File: config.mk
export PLATFORM = sky130hd
export DESIGN_NAME = mant_mul_arbiter
export DESIGN_NICKNAME = d
export VERILOG_FILES = /design/src/rtl/mant_mul_arbiter.sv
export SDC_FILE = /design/constraint.sdc
export NUM_CORES = 1
export LEC_CHECK = 0
export ABC_CLOCK_PERIOD_IN_PS = 4400
export CAP_MARGIN = 20
export CORE_UTILIZATION = 41
export DETAILED_ROUTE_END_ITERATION = 7
export PLACE_DENSITY = 0.87
export SYNTH_ARGS = -nofsm -noshare
export SYNTH_HDL_FRONTEND = slang
export SYNTH_SLANG_ARGS = --single-unit
File: constraint.sdc
create_clock -name clk -period 4.4 [get_ports clk]
set_input_delay 0.44 -clock clk [delete_from_list [all_inputs] [get_ports clk]]
set_output_delay 0.44 -clock clk [all_outputs]
set_load 0.01 [all_outputs]
File: src/rtl/mant_mul_arbiter.sv
// mant_mul_arbiter
//   Round-robin scheduler sharing one pipelined 11x11 mantissa multiplier
//   among N_REQ FP16 MAC lanes. One operand pair is accepted per cycle from
//   the winning lane and registered onto mul_a/mul_b. A {valid,id} tag rides
//   alongside the multiplier latency so the returned product can be steered
//   back to its lane.
//
// Ports
//   clk, rst_n          clock (rising edge), async active-low reset
//   req_valid[N_REQ]    lane i has an operand pair
//   req_ready[N_REQ]    one-hot combinational grant
//   req_a/req_b         packed 11-bit mantissas, lane i at [11i+10:11i]
//   mul_a/mul_b         registered operands to the shared multiplier
//   mul_p               multiplier product, MUL_LAT cycles after mul_a/mul_b
//   rsp_valid/id/m      one-cycle product pulse, lane tag, registered product
//   pend[N_REQ]         lane i has an operation in flight
//   idle                nothing in flight and no response this cycle

// Per-lane in-flight flag. A lane is only eligible while it has nothing
// outstanding, which keeps per-lane ordering trivially correct.
module mant_mul_arbiter_lane (
    input  logic clk,
    input  logic rst_n,
    input  logic set,
    input  logic clr,
    input  logic req_valid,
    output logic pend,
    output logic elig
);
    always_ff @(posedge clk or negedge rst_n) begin
        if (!rst_n)   pend <= 1'b0;
        else if (set) pend <= 1'b1;
        else if (clr) pend <= 1'b0;
    end

    assign elig = req_valid & ~pend;
endmodule

module mant_mul_arbiter #(
    parameter  int N_REQ   = 4,
    parameter  int MUL_LAT = 2,
    localparam int IDW     = (N_REQ > 1) ? $clog2(N_REQ) : 1
) (
    input  logic                 clk,
    input  logic                 rst_n,
    input  logic [N_REQ-1:0]     req_valid,
    output logic [N_REQ-1:0]     req_ready,
    input  logic [N_REQ*11-1:0]  req_a,
    input  logic [N_REQ*11-1:0]  req_b,
    output logic [10:0]          mul_a,
    output logic [10:0]          mul_b,
    input  logic [21:0]          mul_p,
    output logic                 rsp_valid,
    output logic [IDW-1:0]       rsp_id,
    output logic [21:0]          rsp_m,
    output logic [N_REQ-1:0]     pend,
    output logic                 idle
);
    logic [N_REQ-1:0]            elig;
    logic [N_REQ-1:0]            grant_oh;
    logic [N_REQ-1:0]            clr_oh;
    logic [IDW-1:0]              ptr;
    logic [IDW-1:0]              gnt_id;
    logic                        found;
    logic [IDW:0]                idx;
    logic                        hs;
    logic [10:0]                 a_sel;
    logic [10:0]                 b_sel;

    // Tag pipeline: stage 0 is loaded on the issue edge, stage MUL_LAT lines
    // up with the cycle mul_p carries that issue's product.
    logic [MUL_LAT:0]            vld_pipe;
    logic [MUL_LAT:0][IDW-1:0]   id_pipe;

    // Search from ptr upward, wrapping mod N_REQ; first eligible lane wins.
    always_comb begin
        found  = 1'b0;
        gnt_id = '0;
        idx    = '0;
        for (int k = 0; k < N_REQ; k++) begin
            idx = {1'b0, ptr} + (IDW+1)'(k);
            if (idx >= (IDW+1)'(N_REQ)) idx = idx - (IDW+1)'(N_REQ);
            if (!found && elig[idx[IDW-1:0]]) begin
                found  = 1'b1;
                gnt_id = idx[IDW-1:0];
            end
        end
    end

    // Grant is suppressed while reset is held so no lane sees a handshake
    // that the (reset) datapath would drop.
    always_comb begin
        grant_oh = '0;
        if (found && rst_n) grant_oh[gnt_id] = 1'b1;
    end

    assign req_ready = grant_oh;
    assign hs        = |grant_oh;

    always_comb begin
        a_sel = '0;
        b_sel = '0;
        for (int i = 0; i < N_REQ; i++) begin
            if (grant_oh[i]) begin
                a_sel = a_sel | req_a[i*11 +: 11];
                b_sel = b_sel | req_b[i*11 +: 11];
            end
        end
    end

    always_comb begin
        clr_oh = '0;
        if (vld_pipe[MUL_LAT]) clr_oh[id_pipe[MUL_LAT]] = 1'b1;
    end

    generate
        for (genvar i = 0; i < N_REQ; i++) begin : g_lane
            mant_mul_arbiter_lane u_lane (
                .clk       (clk),
                .rst_n     (rst_n),
                .set       (grant_oh[i]),
                .clr       (clr_oh[i]),
                .req_valid (req_valid[i]),
                .pend      (pend[i]),
                .elig      (elig[i])
            );
        end
    endgenerate

    always_ff @(posedge clk or negedge rst_n) begin
        if (!rst_n) begin
            ptr      <= '0;
            mul_a    <= '0;
            mul_b    <= '0;
            vld_pipe <= '0;
            id_pipe  <= '0;
        end else begin
            vld_pipe <= {vld_pipe[MUL_LAT-1:0], hs};
            id_pipe  <= {id_pipe[MUL_LAT-1:0], gnt_id};
            if (hs) begin
                mul_a <= a_sel;
                mul_b <= b_sel;
                ptr   <= (gnt_id == IDW'(N_REQ-1)) ? '0 : gnt_id + 1'b1;
            end
        end
    end

    always_ff @(posedge clk or negedge rst_n) begin
        if (!rst_n) begin
            rsp_valid <= 1'b0;
            rsp_id    <= '0;
            rsp_m     <= '0;
        end else begin
            rsp_valid <= vld_pipe[MUL_LAT];
            if (vld_pipe[MUL_LAT]) begin
                rsp_id <= id_pipe[MUL_LAT];
                rsp_m  <= mul_p;
            end
        end
    end

    assign idle = ~|pend & ~rsp_valid;
endmodule

==> run_results.csv, run 1 <==
group,metric,value,unit
synth,synth_most_common_cell,"dfrtp_1",
floorplanning,initial_core_util,43.2,%
cells_and_area,postLayoutCoreUtil,72.6,%
pwr,leakage,2.00,nW
hold_path,hold_path.class,"reg2reg",
synth,synth-seq-area-share,52.0,%
grt,grt_pass1_wl,12800,um
timing,rsz0062_at_grt,"false",
timing,slew_violations,0,
critical_path,cp_common_cell,"clkdlybuf4s50_1",
routing,avgRoutedWirePerCell,16.6,um
critical_path,cp_num_cells,9,
routing,drc,0,
floorplanning,die_x,87.3,um
synth,ys_warn_count,0,
grt,track_usage,22.0,%
critical_path,timing.rr.start,"g_lane[2].u_lane.pend",
synth,ys.flop_type,"dfrtp_1",
critical_path,crit_path_start_kind,"input pin",
cts,clk_latency,0.32,ns
timing,finalCritPeriodShare,79.3,%
routing,ant_nets,0,
timing,finClkSkew,0.00520,ns
timing,min_period,3.49,ns
critical_path,crit_chain,"clkdlybuf4s50_1, nor2b_1, mux2i_1, o211ai_1, ha_1, buf_4, clkinv_1, nor2_1, clkdlybuf4s50_1",
cts,cts_setup_buffers,0,
routing,wl,8160,um
routing,drtIter0Drc,73,
placement,hpwl,6020,um
cts,htreeDepth,3,
status,status,"completed",
timing,setup-violations-final,0,
floorplanning,coreArea,6910,sq um
cts,cts_tree,"done",
critical_path,end_kind,"output port",
routing,via_per_inst,5.23,
synth,yosysTopAreaCell,"dfrtp_1",
grt,grt_pass1_vias,2650,
floorplanning,fp-row-count,30,
grt,grt_max_degree,63,
synth,ys_seq_elements,62,
cells_and_area,area_growth,68.0,%
timing,whs,0.353,ns
cts,clkTransAtPathRegs,0.07,ns
timing,hold_viol,0,
cts,cts_hold_buf,0,
synth,synthCells,224,
critical_path,rrSetupSlack,1.40,ns
critical_path,arrival,3.05,ns
synth,syn-cell-area,2980,sq um
critical_path,crit_type,"in2out",
pwr,powerDensity,692,nW/um^2
routing,vias,2570,
critical_path,max_stage_delay,0.54,ns
hold_path,hold_depth,0,
floorplanning,dieArea,7620,sq um
routing,first_pass_iters,4,
cells_and_area,drive_gt1_share,17.7,%
cts,cts_sinks,62,
timing,worst_slew_pin_slew,0.756,ns
synth,synth_area_per_cell,13.3,sq um
placement,placedInstanceArea,4730,sq um
pwr,ir_drop,303,uV
synth,async_flop_share,100,%
floorplanning,die_y,87.3,um
placement,place_ws,0.902,ns
synth,ys_types,33,
critical_path,worst-path-buf-inv,4,
cells_and_area,num_antenna_cells,0,
grt,globalRouteOverflowTotal,0,
placement,routabilityCongestion,0.716,
cts,cts_buffers,9,
cts,cts_resized,0,
cells_and_area,nets,510,
synth,synth_edf_count,0,
cts,clock-root-buffer,"clkbuf_8",
critical_path,timing.critical_path.from,"req_valid[2]",
timing,fmax,287,MHz
floorplanning,io_pins,172,
placement,placement.io_buffers,171,
timing,timing.final.ws_setup,0.911,ns
synth,synth.net_count,344,
grt,grt_antenna_before_repair,0,
critical_path,cpMaxStageDelayCell,"clkdlybuf4s50_1",
critical_path,path_max_fanout,23,
cells_and_area,final_cell_area,5010,sq um
cts,cts_buffer_depth,2,
critical_path,required,3.96,ns
critical_path,reg2regPathDepth,9,
run,maxCapViolations,0,
critical_path,cp_top_family,"buffers and inverters",
synth,synth_top_cell_area_share,52.0,%
synth,synth_area_leaders,"dfrtp_1, o2bb2ai_2, mux2_2",
timing,setup_tns,0,ns
synth,yosys-top-cells-count,"dfrtp_1, mux2_2, a221oi_1, a22o_1, o2bb2ai_2",
timing,relSlewSlack,49.6,%
hold_path,min-delay-start,"id_pipe[3]",
registers in the layout (all words and copies together) (netlist names):
signal and flops:
id_pipe 6, g_lane.u_lane.pend 4, rsp_valid 1, rsp_id 2, mul_a 11, ptr 2, vld_pipe 3, rsp_m 22
mul_b 11
worst paths after layout:
check / to
setup / recovery: req_ready[2]
hold / removal: id_pipe[5]
setup reg to reg: mul_b[4]
hold reg to reg: id_pipe[5]
max in group asynchronous: vld_pipe[1]
min in group asynchronous: g_lane[0].u_lane.pend
logic make-up (layout without fill, tap and decap cells):
logic type	count (synthesis)	count (layout)	synth area share, %
flip-flops	62	62	52.0
AND/OR/NAND/NOR	17	17	3.23
adder cells (fa/ha/maj)	4	4	1.68
buffers and inverters	33	204	6.16
multiplexers	26	26	9.77
AO/OA/AOI/OAI	82	82	27.2
area by class of cell:
| class | count | area (sq um) |
|---|---|---|
| inverters | 8 | 30.0 |
| repair buffers | 180 | 1790 |
| flip-flops and latches | 62 | 1550 |
| fillers | 479 | 1890 |
| clock buffers | 11 | 151 |
| well taps | 96 | 120 |
| clock inverters | 5 | 105 |
| multi-input cells | 129 | 1260 |
metal layers:
metal	vias up	global-route usage [%]	routed length, um
met3	10	6.82	719
met2	137	37.0	4010
li1	1190	-	-
met1	1233	26.3	3300
met4	0	8.64	118
met5	-	0	0
metrics by stage:
step | cells | power (mW)
global route | 491 | 3.69
finish | 491 | 3.47
global placement | 474 | 2.80
floorplan | 224 | 2.07
CTS | 490 | 3.48
detailed placement | 474 | 2.85
power by group:
part / internal (mW) / total, mW / leakage, nW / switching [mW]
clock network: 0.407 / 0.621 / 0.122 / 0.214
logic: 1.03 / 1.79 / 1.13 / 0.756
registers: 0.862 / 1.06 / 0.745 / 0.198
total: 2.30 / 3.47 / 2.00 / 1.17
placed cells by master, fill, tap and decap left out, types with 3 or more instances in the layout:
| cell type | count |
|---|---|
| clkdlybuf4s50_1 | 170 |
| dfrtp_1 | 62 |
| mux2_2 | 23 |
| a22o_1 | 22 |
| a221oi_1 | 22 |
| o2bb2ai_2 | 19 |
| clkbuf_8 | 11 |
| buf_4 | 8 |
| inv_1 | 6 |
| nor2_1 | 5 |
| nor2b_1 | 4 |
| ha_1 | 4 |
| o21ai_1 | 3 |
| o21ai_0 | 3 |
| o2bb2ai_1 | 3 |
| bufinv_16 | 3 |
Note: power is estimated with default switching activity, not from simulation.
==> inputs of run 2 (changes only) <==
ABC_CLOCK_PERIOD_IN_PS = 2900   (was 4400)
CORE_UTILIZATION = 35   (was 41)
PLACE_DENSITY = 0.79   (was 0.87)
clock period = 2.9 ns   (was 4.4 ns; I/O delays follow)
==> run_results.csv, run 2 (synthesized netlist as in run 1, its figures left out) <==
group,metric,value,unit
critical_path,cpMaxStageDelayCell,"clkdlybuf4s50_1",
timing,setup_tns,0,ns
cells_and_area,final_common_cell,"clkdlybuf4s50_1",
timing,relSlewSlack,50.0,%
floorplanning,initial_core_util,36.3,%
critical_path,crit_type,"reg2out",
routing,wl,8500,um
hold_path,hold_path.class,"in2async",
critical_path,cp_top_family,"buffers and inverters",
cts,cts_tree,"done",
timing,hold_viol,0,
grt,globalRouteOverflowTotal,0,
cells_and_area,fillers,655,
placement,placement.io_buffers,171,
cells_and_area,largest_reg_flops,22,
cells_and_area,nets,514,
critical_path,crit_path_start_kind,"flip-flop",
grt,grt_antenna_before_repair,0,
floorplanning,coreArea,8220,sq um
cts,clk_latency,0.33,ns
cts,htreeDepth,3,
cells_and_area,regMostFlops,"rsp_m",
pwr,ir_drop,396,uV
floorplanning,die_x,94.3,um
critical_path,required,2.61,ns
cells_and_area,postLayoutCoreUtil,61.2,%
status,status,"completed",
routing,drtIter0Drc,51,
critical_path,arrival,2.49,ns
cells_and_area,area_growth,68.4,%
timing,finClkSkew,0.0117,ns
routing,first_pass_iters,4,
timing,slew_violations,0,
routing,avgRoutedWirePerCell,16.9,um
floorplanning,io_pins,172,
timing,worst_slew_pin_slew,0.750,ns
grt,grt_pass1_vias,2726,
timing,min_period,2.78,ns
critical_path,max_stage_delay,0.57,ns
routing,ant_nets,0,
timing,rsz0062_at_grt,"false",
cells_and_area,final_cell_mix,"clkdlybuf4s50_1, dfrtp_1, mux2_2, a22o_1, a221oi_1",
timing,finalCritPeriodShare,95.7,%
cells_and_area,drive_gt1_share,19.8,%
placement,hpwl,6210,um
critical_path,end_kind,"output port",
grt,grt_max_degree,63,
routing,via_per_inst,5.16,
cts,clkTransAtPathRegs,0.07,ns
cts,clock-root-buffer,"clkbuf_8",
run,maxCapViolations,0,
timing,fmax,360,MHz
pwr,powerDensity,1040,nW/um^2
timing,whs,0.181,ns
floorplanning,dieArea,8900,sq um
critical_path,worst-path-buf-inv,2,
routing,vias,2601,
grt,track_usage,19.6,%
timing,setup-violations-final,0,
routing,drc,0,
critical_path,path_max_fanout,5,
cells_and_area,num_antenna_cells,0,
pwr,leakage,2.06,nW
grt,grt_pass1_wl,13100,um
critical_path,crit_chain,"and3b_1, o21ai_1, a21oi_1, o21bai_1, ha_1, inv_1, nor2_1, clkdlybuf4s50_1",
cts,cts_buffers,9,
floorplanning,die_y,94.3,um
cells_and_area,reg_top3,"rsp_m: 22 flops, mul_a: 11 flops, mul_b: 11 flops",
floorplanning,fp-row-count,33,
placement,routabilityCongestion,0.736,
cts,cts_buffer_depth,2,
cts,cts_sinks,62,
-- run 2: per-layer routing --
metal | GRT usage [%] | share of wire [%] | vias up
li1 | - | - | 1201
met1 | 23.1 | 40 | 1253
met2 | 34.3 | 50 | 138
met3 | 4.91 | 8.3 | 9
met4 | 6.92 | 1.4 | 0
met5 | 0 | 0 | -
-- run 2: final cells by class --
cell class              instances  area, sq um  share of cell area [%]
clock buffers                  10          128                    2.54
flip-flops and latches         62         1550                    30.9
clock inverters                 6         86.3                    1.72
well taps                     105          131                    2.61
multi-input cells             129         1270                    25.3
repair buffers                184         1820                    36.3
inverters                       8         30.0                   0.598
-- run 2: path summary, 6_finish.rpt --
kind | start | to | slack (ns) | cells past startpoint
max reg2reg | g_lane[0].u_lane.pend | mul_b[6] | 0.51 | 9
max | g_lane[0].u_lane.pend | req_ready[0] | 0.12 | 8
min in group clk | id_pipe[3] | id_pipe[5] | 0.35 | 0
min | rst_n | mul_b[3] | 0.18 | 2
min reg2reg | id_pipe[3] | id_pipe[5] | 0.35 | 0
max in group asynchronous | rst_n | g_lane[0].u_lane.pend | 2.19 | 2
-- run 2: report_power, final --
part,internal [mW],total [mW],switching (mW)
combinational,1.60,2.78,1.18
sequential,1.31,1.61,0.304
clock,0.482,0.822,0.339
total,3.39,5.21,1.82
-- run 2: repair_timing --
item / in CTS / in global routing
resized for setup: 1 / 8
hold buffers: 0 / 0
setup buffers: 0 / 1
setup endpoints to repair: 1 / 4
pin swaps: 0 / 1
-- run 2: per-stage QoR --
stage / total power [mW] / setup slack [ns] / cells / cell area, sq um
floorplan: 3.15 / 0.687 / 224 / 2980
global placement: 4.32 / 0.109 / 487 / 4780
detailed placement: 4.40 / 0.0266 / 487 / 4780
CTS: 5.25 / 0.00646 / 503 / 5000
global route: 5.56 / 0.0504 / 504 / 5020
finish: 5.21 / 0.124 / 504 / 5020
-- run 2: worst register-to-register path, stage by stage, from the launching register on --
cell,delay [ns]
dfrtp_2,0.45
and3b_1,0.25
o21ai_1,0.07
a21oi_1,0.22
o21ba_1,0.22
ha_1,0.22
buf_4,0.22
a22o_1,0.23
a221oi_1,0.29
o2bb2ai_2,0.10
==> inputs of run 3 (changes only) <==
REMOVE_ABC_BUFFERS = 1   (was default)
==> run_results.csv, run 3 (synthesized netlist as in run 1, its figures left out) <==
group,metric,value,unit
timing,worst_slew_pin_slew,0.799,ns
routing,ant_nets,0,
timing,fmax,363,MHz
pwr,powerDensity,1020,nW/um^2
cells_and_area,largest_reg_flops,22,
placement,hpwl,6240,um
grt,grt_pass1_vias,2750,
cts,clk_latency,0.31,ns
cells_and_area,final_cell_area,5000,sq um
cells_and_area,nets,514,
grt,globalRouteOverflowTotal,0,
cells_and_area,area_growth,67.6,%
routing,wl,8580,um
floorplanning,coreArea,8220,sq um
cells_and_area,regMostFlops,"rsp_m",
cells_and_area,num_antenna_cells,0,
pwr,p_sw_share,35.0,%
run,maxCapViolations,0,
pwr,fin_total_pwr,5.11,mW
pwr,switchingPower,1.79,mW
pwr,leakage,2.02,nW
cells_and_area,reg_top3,"rsp_m: 22 flops, mul_a: 11 flops, mul_b: 11 flops",
timing,finalCritPeriodShare,95.0,%
timing,hold_viol,0,
timing,finClkSkew,0.00718,ns
critical_path,end_kind,"output port",
routing,via_per_inst,5.13,
pwr,ir_drop,461,uV
cells_and_area,final_cell_mix,"clkdlybuf4s50_1, dfrtp_1, mux2_2, a22o_1, a221oi_1",
hold_path,hold_path.class,"in2async",
cells_and_area,fillers,652,
cts,cts_hold_buf,0,
cells_and_area,final_common_cell,"clkdlybuf4s50_1",
routing,drc,0,
routing,vias,2580,
critical_path,arrival,2.46,ns
cts,cts_buffers,9,
routing,avgRoutedWirePerCell,17.1,um
placement,placement.io_buffers,171,
routing,first_pass_iters,4,
grt,track_usage,19.7,%
critical_path,path_max_fanout,6,
cells_and_area,regArea,1550,sq um
cts,cts_tree,"done",
grt,grt_pass1_wl,13400,um
floorplanning,fp-row-count,33,
floorplanning,initial_core_util,36.3,%
cells_and_area,multi_input_area,1270,sq um
grt,grt_max_degree,63,
timing,min_period,2.75,ns
cts,htreeDepth,3,
cts,cts_sinks,62,
placement,routabilityCongestion,0.758,
grt,grt_antenna_before_repair,0,
placement,placedInstanceArea,4760,sq um
floorplanning,io_pins,172,
cts,clkTransAtPathRegs,0.07,ns
pwr,clock_power_share,14.4,%
pwr,pwr-share-seq,31.7,%
cts,clock-root-buffer,"clkbuf_8",
cts,cts_buffer_depth,2,
floorplanning,die_y,94.3,um
cells_and_area,drive_gt1_share,18.8,%
pwr,p_int,3.32,mW
timing,relSlewSlack,46.7,%
routing,drtIter0Drc,80,
critical_path,crit_type,"reg2out",
timing,slew_violations,0,
timing,whs,0.198,ns
status,status,"completed",
critical_path,crit_path_start_kind,"flip-flop",
floorplanning,dieArea,8900,sq um
critical_path,required,2.61,ns
floorplanning,die_x,94.3,um
timing,setup-violations-final,0,
pwr,p_comb_share,53.9,%
run 3: cell count changes in the layout (fill, tap and decap cells not counted), moves of 2 or more:
cell	change
nor2b_2	-3
clkdlybuf4s50_1	+2
dlymetal6s2s_1	-2
nor2b_1	+2
run 3: critical path, cell delays in order (launching register included):
cell and delay [ns]:
dfrtp_1 0.45, and3b_1 0.22, o21bai_1 0.16, o211ai_1 0.12
buf_4 0.16, inv_1 0.09, ha_1 0.17, inv_1 0.06
nor2_2 0.16, clkdlybuf4s50_1 0.55
run 3: final cells by class:
type | count | share of cell area, %
timing repair buffer | 184 | 36.5
sequential | 62 | 31.0
multi-input combinational | 129 | 25.4
clock buffer | 11 | 2.83
tap | 105 | 2.63
clock inverter | 4 | 0.951
inverter | 8 | 0.600
run 3: per-layer routing:
metal	part of all wire [%]	vias to the layer above	global-route usage (%)	routed length, um
met2	50	123	34.4	4290
met5	0	-	0	0
met3	8.3	7	5.39	713
li1	-	1200	-	-
met4	0.70	0	6.41	60
met1	41	1250	23.4	3520
run 3: what timing repair did:
action,CTS,global route
setup buffers,0,1
endpoints found under the hold margin,0,0
pin swaps,0,1
resized for setup,1,4
endpoints found under the setup margin,3,4
run 3: path summary, 6_finish.rpt:
kind	start	endpoint	slack [ns]	cells after the start
min	rst_n	ptr[0]	0.20	2
max in group asynchronous	rst_n	mul_b[5]	2.18	2
max	ptr[1]	req_ready[1]	0.15	9
max reg2reg	g_lane[2].u_lane.pend	mul_a[3]	0.48	10
min in group clk	vld_pipe[1]	vld_pipe[2]	0.34	0
min reg2reg	vld_pipe[1]	vld_pipe[2]	0.34	0
run 3: metrics by stage:
step | setup TNS [ns] | util (%) | worst slack, ns | cells
3_3_place_gp | 0 | 58.0 | 0.0790 | 486
3_5_place_dp | -0.0377 | 58.0 | -0.0207 | 486
2_1_floorplan | -20.76 | - | -1.03 | 199
4_1_cts | 0 | 60.3 | 0.0250 | 501
6_report | 0 | 60.9 | 0.145 | 503
5_1_grt | -0.00279 | 60.9 | -0.00279 | 503
run 3: power by group through the flow:
stage | combinational (mW) | sequential (mW) | clock [mW]
2_1_floorplan | 1.24 | 1.78 | 0
4_1_cts | 2.69 | 1.67 | 0.759
3_3_place_gp | 2.63 | 1.66 | 0
5_1_grt | 2.99 | 1.67 | 0.799
6_report | 2.76 | 1.62 | 0.734
3_5_place_dp | 2.68 | 1.68 | 0
